<file path="src/rtl/sseg_pkg.sv">
`default_nettype none
// ============================================================================
//  Module      : sseg_pkg
//  Description : Shared constants for the six-digit 7-segment scan driver.
//  Revision    : 1.0  initial release
// ============================================================================
package sseg_pkg;

  localparam int NDIG = 6;

  // Active-low {g,f,e,d,c,b,a} patterns for common-anode digits.
  localparam logic [6:0] SEG_0     = 7'h40;
  localparam logic [6:0] SEG_1     = 7'h79;
  localparam logic [6:0] SEG_2     = 7'h24;
  localparam logic [6:0] SEG_3     = 7'h30;
  localparam logic [6:0] SEG_4     = 7'h19;
  localparam logic [6:0] SEG_5     = 7'h12;
  localparam logic [6:0] SEG_6     = 7'h02;
  localparam logic [6:0] SEG_7     = 7'h78;
  localparam logic [6:0] SEG_8     = 7'h00;
  localparam logic [6:0] SEG_9     = 7'h10;
  localparam logic [6:0] SEG_BLANK = 7'h7F;

  localparam logic [3:0] DIG_BLANK = 4'd10;
  localparam logic [3:0] DIG_RESET = 4'd8;
  localparam logic [5:0] AN_OFF    = 6'h3F;

  typedef logic [3:0] digit_t;

endpackage : sseg_pkg
`default_nettype wire

</file>
<file path="src/rtl/sseg_decode.sv">
`default_nettype none
// ============================================================================
//  Module      : sseg_decode
//  Description : Combinational digit code to active-low segment pattern.
//  Revision    : 1.0  initial release
// ============================================================================
module sseg_decode
  import sseg_pkg::*;
(
  input  logic [3:0] code,
  output logic [6:0] seg
);

  always_comb begin
    seg = SEG_BLANK;
    case (code)
      4'd0:    seg = SEG_0;
      4'd1:    seg = SEG_1;
      4'd2:    seg = SEG_2;
      4'd3:    seg = SEG_3;
      4'd4:    seg = SEG_4;
      4'd5:    seg = SEG_5;
      4'd6:    seg = SEG_6;
      4'd7:    seg = SEG_7;
      4'd8:    seg = SEG_8;
      4'd9:    seg = SEG_9;
      default: seg = SEG_BLANK;
    endcase
  end

endmodule : sseg_decode
`default_nettype wire

</file>
<file path="src/rtl/sseg_scan_driver.sv">
`default_nettype none
// ============================================================================
//  Module      : sseg_scan_driver
//  Description : Six-digit time-multiplexed common-anode 7-segment driver with
//                per-frame shadow capture and anti-ghost dead time.
//  Revision    : 1.0  initial release
// ============================================================================
module sseg_scan_driver
  import sseg_pkg::*;
#(
  parameter int PRESCALE = 50000,
  parameter int DEAD     = 16
)
(
  input  logic       clk,
  input  logic       reset,
  input  logic       en,
  input  logic [3:0] d0,
  input  logic [3:0] d1,
  input  logic [3:0] d2,
  input  logic [3:0] d3,
  input  logic [3:0] d4,
  input  logic [3:0] d5,
  input  logic [5:0] dp_mask,
  output logic [6:0] seg,
  output logic       dp,
  output logic [5:0] an,
  output logic       frame
);

  localparam int             CW       = $clog2(PRESCALE);
  localparam logic [CW-1:0]  CNT_MAX  = CW'(PRESCALE - 1);
  localparam logic [CW-1:0]  DEAD_CNT = CW'(DEAD);
  localparam logic [2:0]     IDX_MAX  = 3'(NDIG - 1);

  logic [CW-1:0] r_cnt;
  logic [2:0]    r_idx;
  digit_t        r_shadow [NDIG];
  logic [5:0]    r_shadow_dp;
  logic          r_frame;
  logic [5:0]    r_an;
  logic [6:0]    r_seg;
  logic          r_dp;

  logic [CW-1:0] w_cnt_nxt;
  logic [2:0]    w_idx_nxt;
  logic          w_wrap;
  logic          w_capture;
  logic          w_lit;
  digit_t        w_code;
  logic          w_dp_bit;
  logic [6:0]    w_dec;

  assign w_wrap    = (r_cnt == CNT_MAX);
  assign w_capture = en && w_wrap && (r_idx == IDX_MAX);

  always_comb begin
    w_cnt_nxt = r_cnt;
    w_idx_nxt = r_idx;
    if (en) begin
      if (w_wrap) begin
        w_cnt_nxt = '0;
        w_idx_nxt = (r_idx == IDX_MAX) ? 3'd0 : r_idx + 3'd1;
      end else begin
        w_cnt_nxt = r_cnt + CW'(1);
      end
    end
  end

  // Outputs follow the post-update slot; on a capture edge the new frame
  // starts at slot 0, so its contents come straight from the inputs.
  always_comb begin
    w_code   = r_shadow[w_idx_nxt];
    w_dp_bit = r_shadow_dp[w_idx_nxt];
    if (w_capture) begin
      w_code   = d0;
      w_dp_bit = dp_mask[0];
    end
  end

  assign w_lit = en && (w_cnt_nxt >= DEAD_CNT);

  sseg_decode u_decode (
    .code (w_code),
    .seg  (w_dec)
  );

  always_ff @(posedge clk or posedge reset) begin
    if (reset) begin
      r_cnt       <= '0;
      r_idx       <= '0;
      r_shadow_dp <= '0;
      r_frame     <= 1'b0;
      for (int i = 0; i < NDIG; i++) begin
        r_shadow[i] <= DIG_RESET;
      end
    end else begin
      r_cnt   <= w_cnt_nxt;
      r_idx   <= w_idx_nxt;
      r_frame <= w_capture;
      if (w_capture) begin
        r_shadow[0] <= d0;
        r_shadow[1] <= d1;
        r_shadow[2] <= d2;
        r_shadow[3] <= d3;
        r_shadow[4] <= d4;
        r_shadow[5] <= d5;
        r_shadow_dp <= dp_mask;
      end
    end
  end

  always_ff @(posedge clk or posedge reset) begin
    if (reset) begin
      r_an  <= AN_OFF;
      r_seg <= SEG_BLANK;
      r_dp  <= 1'b1;
    end else begin
      r_an  <= w_lit ? ~(6'b1 << w_idx_nxt) : AN_OFF;
      r_seg <= w_lit ? w_dec : SEG_BLANK;
      r_dp  <= w_lit ? ~w_dp_bit : 1'b1;
    end
  end

  assign seg   = r_seg;
  assign dp    = r_dp;
  assign an    = r_an;
  assign frame = r_frame;

endmodule : sseg_scan_driver
`default_nettype wire

</file>
<file path="config.mk">
export PLATFORM = sky130hd
export DESIGN_NAME = sseg_scan_driver
export DESIGN_NICKNAME = d
export VERILOG_FILES = /design/src/rtl/sseg_pkg.sv /design/src/rtl/sseg_decode.sv /design/src/rtl/sseg_scan_driver.sv
export SDC_FILE = /design/constraint.sdc
export NUM_CORES = 1
export LEC_CHECK = 0
export CORE_ASPECT_RATIO = 0.9
export CORE_UTILIZATION = 46
export CTS_BUF_LIST = sky130_fd_sc_hd__clkbuf_2
export DETAILED_ROUTE_END_ITERATION = 10
export HOLD_SLACK_MARGIN = 0.08
export MAX_ROUTING_LAYER = met4
export PLACE_DENSITY = 0.78
export SYNTH_ARGS = -nofsm -noshare
export SYNTH_HDL_FRONTEND = slang
export SYNTH_HIERARCHICAL = 1
export SYNTH_SLANG_ARGS = --single-unit
</file>
<file path="constraint.sdc">
create_clock -name clk -period 7.9 [get_ports clk]
set_input_delay 1.185 -clock clk [delete_from_list [all_inputs] [get_ports clk]]
set_output_delay 1.185 -clock clk [all_outputs]
set_load 0.01 [all_outputs]
</file>
==> flow_summary.toml, run 1 <==
[setup_path]
worst_ep_arrival_time_ns = 4.94
startpoint = "en"
worstSetupStartpointType = "input pin"
crit_path_end_kind = "register"
r2r-start = "r_cnt[5]$_DFF_PP0_"
required_ns = 8.35
criticalPathCategory = "in2reg"
cp_max_fo = 23

[sta]
setup_viol = 0
rsz0062_at_grt = "false"
clock_skew_ns = 0.0292
slew_headroom = 0.451
max_freq_mhz = 223
hold_violations = 0
tns_ns = 0
min_period_over_period = 0.568
slew_violations = 0
tightestPinTransition_ns = 0.817
fin_crit_ns = 4.48

[drt]
route.detailed.drc = 0
routed_wirelength_um = 6870
antenna_left = 0
dr.first_iter.drc_count = 103
dr_total_vias = 2477
viasPerCell = 5.46
routedWlPerCell_um = 15.1
firstDrtPassIters = 5

[global_routing]
grt-ovfl-total = 0
antenna_found_initial = 0
top_usage_layer = "met2"
grt_pass1_vias = 2369
use_met3 = 0.0492
grt_max_degree = 65
gr-usage-met1 = 0.267
grt_usage = 0.197
met2_usage = 0.284
grt_first_pass_wirelength_um = 11500

[clock_network]
cts_tree = "yes"
clock_path_buffers = 2
cts_resized = 0
htree_levels = 3
clkLatencyLatePin_ns = 0.51
clockRootBuffer = "clkbuf_2"
clock_sinks = 64
cts_buffers = 9
postCtsSetupBuffers = 0
holdBufCountCts = 0
clkSlewWorstSetupHoldPaths_ns = 0.18

[yosys]
synth.top_cell.area_share = 0.324
synth_xor_xnor_area_share = 0.0331
synth_area_leader_cell = "dfrtp_1"
synth_edf_count = 0
synthAdderAreaFrac = 0.0339
yosysWarnings = 6
synthSimpleGateAreaFrac = 0.195
synth-main-ff-cell = "dfrtp_1"
ys_types = 57
synth_cells = 311
synth_most_common_cell = "dfrtp_1"
synth.area.mux_share = 0.139
synth-compound-area-share = 0.0806
syn_area_per_cell_um2 = 10.9
synthTopCellsByArea = "dfrtp_1 (32%), dfstp_2 (15%), mux2_1 (9.9%), nor2_1 (2.9%), mux2i_1 (2.4%)"
synth-async-reset-ratio = 1.00
syn_nets = 350
synth_seq_cells = 64
syn_area_um2 = 3400
synthTopCellsByCount = "dfrtp_1 (44), mux2_1 (30), nor2_1 (26)"
synth_top_family_by_area = "simple AND/OR/NAND/NOR gates"
yosysSeqAreaShare = 0.478

[placement]
place_hpwl_um = 4840
io_buffers = 47
gp_congestion = 0.875

[die]
pin_count = 48
row_count = 29
core_um2 = 7110
die_x_um = 92.6
die_y_um = 83.6
die_area_um2 = 7740
initial_core_util = 0.478

[run]
maxCapViolations = 0

[hold_path]
hold_path_class = "reg2reg"
hp-start = "r_shadow[9]$_DFFE_PP0P_"

[layout]
drive_above_1_share = 0.147
nNetsFinal = 395
fillers = 640
area_growth_pct = 19.0
diodes = 0

[power_and_ir_drop]
total_power_uw = 678
p_leak_uw = 0.00175
ir_drop_mv = 0.0878
p_per_area_nw_per_um2 = 168

[status]
outcome = "finished clean"
-- final timing paths --
kind                                                 end  slack [ns]  cells past startpoint
worst max-delay path                    seg[3]$_DFF_PP1_        3.42                     13
worst min-delay path             r_shadow[9]$_DFFE_PP0P_        0.51                      1
worst max register to register          seg[3]$_DFF_PP1_        4.18                     12
worst min register to register   r_shadow[9]$_DFFE_PP0P_        0.51                      1
max in group asynchronous            r_cnt[15]$_DFF_PP0_        6.17                      3
min in group asynchronous       r_shadow[22]$_DFFE_PP0P_        1.20                      3
-- cells by family after synthesis --
logic type                 count (synthesis)
DFF                                       64
and+or+nand+nor                          116
AOI/OAI and AO/OA                         40
xor gates and xnor gates                  12
buffers and inverters                     26
muxes                                     43
adders and majority gates                 10
-- layout make-up --
type	instances	area (um^2)	area share
multi-input cells	221	1640	0.406
flip-flops and latches	64	1630	0.402
clock buffers	9	45.0	0.0111
well taps	93	116	0.0288
repair buffers	50	493	0.122
inverters	10	37.5	0.00928
clock inverters	7	86.3	0.0213
-- per-stage QoR --
| step | instance area, um^2 | std cells | util | hold WS [ns] | setup WS, ns |
|---|---|---|---|---|---|
| global placement | 3910 | 438 | 0.550 | 0.471 | 3.09 |
| CTS | 4050 | 454 | 0.569 | 0.516 | 3.54 |
| global route | 4050 | 454 | 0.569 | 0.542 | 3.20 |
| finish | 4050 | 454 | 0.569 | 0.513 | 3.42 |
| floorplan | 3400 | 311 | - | 0.459 | 3.94 |
| detailed placement | 3910 | 438 | 0.550 | 0.479 | 2.98 |
-- per-layer routing --
layer,routed length [um],part of all wire
met1,3190,0.46
met2,3190,0.46
met3,374,0.054
met4,113,0.016
met5,0,0
-- state kept, by name, summed over array words and instances, names as in the netlist --
register and flops:
an 6, dp 1, frame 1, r_cnt 16, r_idx 3, r_shadow 24, r_shadow_dp 6, seg 7
-- layout by cell type, fill, tap and decap left out, drive strengths merged, types with 3 or more instances in the layout --
cell	instances
a21oi	7
a22oi	3
a31oi	4
and4	3
buf	3
clkbuf	9
clkdlybuf4s50	47
clkinv	4
dfrtp	44
dfstp	20
ha	6
inv	10
maj3	4
mux2	35
mux2i	8
nand2	20
nand2b	9
nand3	6
nand3b	4
nand4	6
nor2	26
nor3	8
nor4	6
o21a	3
o21ai	13
or2	9
or3	5
xnor2	9
xor2	3
-- critical path: stages --
cell and delay [ns]:
clkdlybuf4s50_1 0.70, nand4_2 0.32, nor4_4 0.34, buf_4 0.32, xor2_2 0.38, nand2_1 0.12, a31oi_1 0.20, a221oi_1 0.07
nor2_1 0.49, or2b_1 0.33, a21oi_2 0.15, a31oi_1 0.06, or2_1 0.26
-- report_power, final --
part | internal, uW | switching (uW)
registers | 346 | 25.2
clock network | 102 | 118
logic | 45.7 | 41.5
total | 494 | 185
(Power assumes the default switching activity.)
==> run 2, diff against run 1 <==
--- a/config.mk
+++ b/config.mk
@@ -11,7 +11,7 @@
 export DETAILED_ROUTE_END_ITERATION = 10
 export HOLD_SLACK_MARGIN = 0.08
 export MAX_ROUTING_LAYER = met4
-export PLACE_DENSITY = 0.78
+export PLACE_DENSITY = 0.81
 export SYNTH_ARGS = -nofsm -noshare
 export SYNTH_HDL_FRONTEND = slang
 export SYNTH_HIERARCHICAL = 1
==> constraint.sdc (replaced) <==
create_clock -name clk -period 4.1 [get_ports clk]
set_input_delay 0.615 -clock clk [delete_from_list [all_inputs] [get_ports clk]]
set_output_delay 0.615 -clock clk [all_outputs]
set_load 0.01 [all_outputs]
==> run 2 against run 1 <==
Compared with the run above: clock power rose by 68%; register-to-register slack got worse by 3.7 ns; die area is the same; combinational power rose by 93%; sequential cell count unchanged; sequential power rose by 93%; first-iteration DRC count is 56% higher; wire length up 0.10%; via count up 1.8%; critical path depth stayed put; utilization increased by 0.65 points; clock skew down 0.0040 ns; largest power group unchanged.
==> flow_summary.toml, run 2 (synthesis results as in run 1) <==
[sta]
slew_violations = 0
hold_violations = 0
fin_crit_ns = 3.59
tns_ns = 0
setup_viol = 0
min_period_over_period = 0.875
slew_headroom = 0.374
rsz0062_at_grt = "false"
clock_skew_ns = 0.0252
tightestPinTransition_ns = 0.938
max_freq_mhz = 279

[die]
die_area_um2 = 7740
core_um2 = 7110
row_count = 29
die_y_um = 83.6
pin_count = 48
die_x_um = 92.6
initial_core_util = 0.478

[layout]
nNetsFinal = 404
final_cell_mix = "clkdlybuf4s50_1 (47), dfrtp_1 (44), mux2_1 (30)"
regMostFlops = "r_shadow"
diodes = 0
fin_area_um2 = 4090
fillers = 613
drive_above_1_share = 0.165
final_common_cell = "clkdlybuf4s50_1"
largest_reg_flops = 24
area_growth_pct = 20.4

[hold_path]
min_path_cells = 1
worstHoldEndpoint = "r_shadow[18]$_DFFE_PP0P_"
hp-start = "r_shadow[18]$_DFFE_PP0P_"
hold_path_class = "reg2reg"

[setup_path]
worst_ep_arrival_time_ns = 4.03
r2r_setup_slack_ns = 0.51
worstSetupStartpointType = "register"
crit_path_end_kind = "register"
r2r-start = "r_cnt[5]$_DFF_PP0_"
criticalPathCategory = "reg2reg"
cp_max_fo = 8
r2r_end = "seg[3]$_DFF_PP1_"
worst-r2r-cell-count = 13
required_ns = 4.54

[drt]
route.detailed.drc = 0
antenna_left = 0
routed_wirelength_um = 6880
routedWlPerCell_um = 14.9
viasPerCell = 5.44
dr_total_vias = 2521
dr.first_iter.drc_count = 161
firstDrtPassIters = 4

[global_routing]
antenna_found_initial = 0
grt_pass1_vias = 2482
grt_max_degree = 49
grt_usage = 0.207
grt-ovfl-total = 0
grt_first_pass_wirelength_um = 11900

[placement]
place_area_um2 = 3980
place_hpwl_um = 5070
gp_congestion = 0.955
io_buffers = 47

[clock_network]
cts_buffers = 9
htree_levels = 3
clock_path_buffers = 2
postCtsSetupBuffers = 0
clkSlewWorstSetupHoldPaths_ns = 0.18
holdBufCountCts = 0
cts_resized = 0
cts_tree = "yes"
clkLatencyLatePin_ns = 0.52
clockRootBuffer = "clkbuf_2"
clock_sinks = 64

[power_and_ir_drop]
p_comb_frac = 0.134
p_leak_uw = 0.00179
p_seq_frac = 0.572
p_clk_frac = 0.294
p_per_area_nw_per_um2 = 307
p_int_uw = 897
ir_drop_mv = 0.171
p_sw_frac = 0.285
power.switching_uw = 357

[status]
outcome = "finished clean"

[run]
maxCapViolations = 0
run 2: worst max-delay path, cell delays in order (launching register included):
cell     delay [ns]
dfrtp_1        0.51
or4_4          0.57
nor4_4         0.41
buf_4          0.22
xor2_2         0.31
a22oi_1        0.12
o21ai_1        0.14
o21a_1         0.24
inv_1          0.12
ha_1           0.19
or2_1          0.22
a21oi_2        0.16
a31oi_1        0.05
or2_1          0.24
run 2: power by group through the flow:
stage	registers (uW)	clock network, uW	logic, uW
after floorplan	704	0	131
after global placement	724	0	166
after detailed placement	726	0	170
after CTS	716	387	170
after global routing	726	412	189
final	717	369	168
run 2: how the worst max path moves through the flow:
stage / from / endpoint / depth (start not counted)
final: r_cnt[5]$_DFF_PP0_ / seg[3]$_DFF_PP1_ / 13
after global routing: r_cnt[5]$_DFF_PP0_ / seg[3]$_DFF_PP1_ / 13
after CTS: r_cnt[5]$_DFF_PP0_ / seg[3]$_DFF_PP1_ / 13
after detailed placement: en / seg[3]$_DFF_PP1_ / 14
after global placement: en / seg[3]$_DFF_PP1_ / 14
after floorplan: en / seg[3]$_DFF_PP1_ / 15
run 2: per-stage QoR:
step | setup WS, ns | hold WS, ns | util | instances | total power [uW]
after floorplan | 0.711 | 0.459 | - | 311 | 836
after global placement | 0.426 | 0.470 | 0.560 | 447 | 890
after detailed placement | 0.288 | 0.479 | 0.560 | 447 | 897
after CTS | 0.568 | 0.516 | 0.575 | 463 | 1270
after global routing | 0.242 | 0.540 | 0.575 | 463 | 1330
final | 0.514 | 0.507 | 0.575 | 463 | 1250
run 2: layout make-up:
type	count	area, um^2	area share
clock buffer	10	50.0	0.0122
tap	93	116	0.0284
inverter	10	37.5	0.00917
multi-input combinational	221	1640	0.401
timing repair buffer	59	561	0.137
clock inverter	6	60.1	0.0147
sequential	64	1630	0.398
run 2: metal layers:
layer  vias to the layer above  wire length, um  share of wire  track usage
met4                         0              146          0.021       0.0937
met5                         -                0              0            -
met1                      1204             3150           0.46        0.274
met3                        14              409          0.059       0.0528
li1                       1213                -              -            -
met2                        90             3170           0.46        0.300
==> edit 1 (settings of run 1) <==
Change the parameter `DEAD` from 16 to 12.
--- a/src/rtl/sseg_scan_driver.sv
+++ b/src/rtl/sseg_scan_driver.sv
@@ -9,7 +9,7 @@
   import sseg_pkg::*;
 #(
   parameter int PRESCALE = 50000,
-  parameter int DEAD     = 16
+  parameter int DEAD     = 12
 )
 (
   input  logic       clk,
Check against the original RTL: no difference found for any inputs over 10 cycles, from zero or initial values and one cycle with reset high; that may be too few to reach the edited logic, so the function may still have changed.
==> edit 1 against run 1 <==
  * Critical path depth did not move
  * Worst setup slack worse by 0.97 ns
  * Synthesized area is 7.4% higher
  * Cell area is 4.9% higher
  * Wire length rose by 15%
  * Core utilization fell by 1.2 points
  * Sequential cell count unchanged
  * Maximum frequency decreased by 18%
  * Die area rose by 7.2%
  * Critical path type unchanged
Power is not compared: it rests on default switching activity, and its combinational part moved more than twofold at a synthesized area within 25%.
==> edit 1: results <==
set metrics [dict create \
    cp.arrival_ns 5.84 \
    yosys-top-cells-area "dfrtp_1, dfstp_2, nand2_1" \
    drt_iter0_drc 167 \
    grt_pass1_wl_mm 13.6 \
    yosysSeqAreaShare 0.446 \
    ys_types 61 \
    worst_pin_slew_ns 1.08 \
    io_buffers 47 \
    syn_nets 448 \
    place_congestion 0.882 \
    cts_root_buf "clkbuf_2" \
    status "finished clean" \
    dp_slack_ns 1.95 \
    grtUsageTotal 0.219 \
    dp_hpwl_mm 5.56 \
    grt_pass1_vias 2848 \
    vias 2997 \
    cp_max_fo 33 \
    period_minus_slack_ns 5.45 \
    area_growth_pct 16.3 \
    diodes 0 \
    ff2ff_setup_slack_ns 3.45 \
    clk_latency_ns 0.52 \
    synth_common_cells "nand2_1, dfrtp_1, nor2_1, dfstp_2, o21ai_0" \
    drive_above_1_share 0.126 \
]
[edit 1: cell types whose count changed after synthesis, sizes merged, moves of 4 or more]
cell    change
and3        +7
mux2       -28
clkbuf      +9
or2         -8
nand2      +91
xor2        +6
nand3       +4
o21ai       +7
buf         +4
[edit 1: critical path, stage by stage]
cell	delay, ns
clkdlybuf4s50_1	0.96
nand4_1	0.51
nor4_4	0.62
and3_1	0.93
o21ai_0	0.21
a32oi_1	0.22
o22a_1	0.27
inv_1	0.13
ha_1	0.19
or2_1	0.22
a21oi_2	0.15
a31oi_1	0.06
nand3b_1	0.18
[edit 1: final timing paths]
| check | from | endpoint | cells past startpoint |
|---|---|---|---|
| max in group asynchronous | reset | r_shadow_dp[2] | 3 |
| worst max-delay path | en | seg[3] | 13 |
| min in group asynchronous | reset | r_shadow[14] | 3 |
| worst min register to register | r_shadow[19] | r_shadow[19] | 2 |
| worst min-delay path | r_shadow[19] | r_shadow[19] | 2 |
| worst max register to register | r_cnt[0] | seg[3] | 13 |
[edit 1: stage by stage]
step           hold WS, ns  std cells  power, W  area [um2]
2_1_floorplan        0.433        409  0.000530        3650
3_3_place_gp         0.445        526  0.000591        4120
3_5_place_dp         0.448        526  0.000600        4120
4_1_cts              0.472        542  0.000806        4240
5_1_grt              0.492        542  0.000841        4240
6_report             0.467        542  0.000799        4240
[edit 1: cells by family (layout without fill, tap and decap cells)]
group                      after synthesis  count (layout)  synth area share
muxes                                   12              12            0.0353
adders and majority gates               10              10            0.0315
buffers and inverters                   38              75            0.0500
and+or+nand+nor                        206             206             0.282
xor gates and xnor gates                18              18            0.0432
AOI/OAI and AO/OA                       61              61             0.112
DFF                                     64              64             0.446
[edit 1: routing by layer]
| layer | wire (um) | part of all wire | up-vias | GRT usage |
|---|---|---|---|---|
| met5 | 0 | 0 | - | - |
| met4 | 79 | 0.010 | 0 | 0.0692 |
| met3 | 489 | 0.062 | 8 | 0.0456 |
| met2 | 3610 | 0.46 | 112 | 0.320 |
| met1 | 3740 | 0.47 | 1404 | 0.303 |
| li1 | - | - | 1473 | - |
[edit 1: power by group through the flow]
stage | clock, W | sequential (W) | combinational, W
CTS | 0.000211 | 0.000411 | 0.000184
detailed placement | 0 | 0.000417 | 0.000183
global route | 0.000222 | 0.000418 | 0.000201
finish | 0.000205 | 0.000412 | 0.000182
global placement | 0 | 0.000414 | 0.000176
floorplan | 0 | 0.000405 | 0.000125
[edit 1: cell type report]
type	instances	area (um2)
clock inverter	7	78.8
clock buffer	9	45.0
multi-input combinational	307	1850
sequential	64	1630
tap	96	120
fill	699	3380
inverter	9	33.8
timing repair buffer	50	493
==> edit 2 (config.mk and constraints of run 1) <==
Without the edit above. Register the output `an` once more, without a reset; this adds one clock of latency there. The other outputs are not delayed to match.
--- a/src/rtl/sseg_scan_driver.sv
+++ b/src/rtl/sseg_scan_driver.sv
@@ -124,7 +124,9 @@
 
   assign seg   = r_seg;
   assign dp    = r_dp;
-  assign an    = r_an;
+  always_ff @(posedge clk) begin
+    an <= r_an;
+  end
   assign frame = r_frame;
 
 endmodule : sseg_scan_driver
Behaviour: same outputs for any inputs over 10 cycles, from zero or initial values and one cycle with reset high; that may be too few to reach the edited logic, so the function may still have changed.
==> edit 2 against run 1 <==
  * Core utilization down 0.84 points
  * Total power up 9.2%
  * Synthesized area up 6.1%
  * Count of clock-buffer cells in the layout unchanged
  * Sequential cell count up 6
  * Wire length up 11%
  * Cell count up 19%
  * Sequential power up 10%
  * Critical endpoint is now seg[1]
  * Synthesized cell count up 28%
  * Cell area up 5.0%
  * Worst setup slack worse by 0.45 ns
==> edit 2: results <==
set metrics [dict create \
    cp_max_fo 34 \
    power.leakage_nw 1.94 \
    synthArstFlopShare 0.914 \
    clk_pin_slew_ns 0.20 \
    synth-edff-count 0 \
    yosysSeqAreaShare 0.484 \
    dp_hpwl_mm 5.40 \
    wl_per_cell_um 14.2 \
    vdd_ir_drop_max_v 0.0000955 \
    internal-power_w 0.000531 \
    fin_nets 476 \
    status "finished clean" \
    pwr-share-seq 0.552 \
    synthMuxAreaShare 0.0340 \
    dp_slack_ns 2.47 \
    place_congestion 0.864 \
    cp.arrival_ns 5.37 \
    synth-xor-area-share 0.0316 \
    yosysWarnings 6 \
    synthAdderAreaFrac 0.0291 \
    path_class "input port to flip-flop" \
    ys.flop_type "dfrtp_1" \
    totalWireLength_mm 7.64 \
    swShare 0.283 \
    drive_above_1_share 0.109 \
    synth-compound-area-share 0.130 \
    place_inst 522 \
    yosys-top-cells-area "dfrtp_1, dfstp_2, nand2_1" \
    grt_pass1_wl_mm 13.5 \
    drt_iter0_drc 286 \
    p_comb_frac 0.125 \
    syn_area_per_cell_um2 9.04 \
    max_slew_margin 0.319 \
    detail_route.first_pass.iterations 4 \
    syn_nets 438 \
    crit_family "buffers and inverters" \
    max_stage_delay_ns 0.85 \
    ys_types 59 \
    placed_area_um2 4110 \
    grtUsageTotal 0.220 \
    clock_skew_ns 0.0289 \
    vias 2898 \
    synth_common_cells "nand2_1, dfrtp_1, nor2_1, dfstp_2, o21ai_0" \
]
## edit 2: path summary, 6_finish.rpt
check	from	to	slack, ns	depth (start not counted)
min in group asynchronous	reset	r_idx[1]	1.19	3
worst min-delay path	r_an[5]	an[5]	0.40	0
worst max register to register	r_cnt[0]	seg[1]	3.95	15
max in group asynchronous	reset	r_shadow_dp[0]	6.19	3
worst max-delay path	en	seg[1]	2.97	15
worst min register to register	r_an[5]	an[5]	0.40	0
## edit 2: final cells by class
type | count | area, um2
Sequential cell | 70 | 1750
Tap cell | 96 | 120
Inverter | 10 | 37.5
Timing Repair Buffer | 50 | 493
Multi-Input combinational cell | 296 | 1710
Clock buffer | 9 | 45.0
Fill cell | 684 | 3330
Clock inverter | 7 | 95.1
## edit 2: layer usage
metal / share of wire / wire length, um / track usage
met3: 0.046 / 349 / 0.0488
met2: 0.49 / 3720 / 0.333
met4: 0.012 / 95 / 0.0771
met5: 0 / 0 / -
met1: 0.46 / 3480 / 0.289
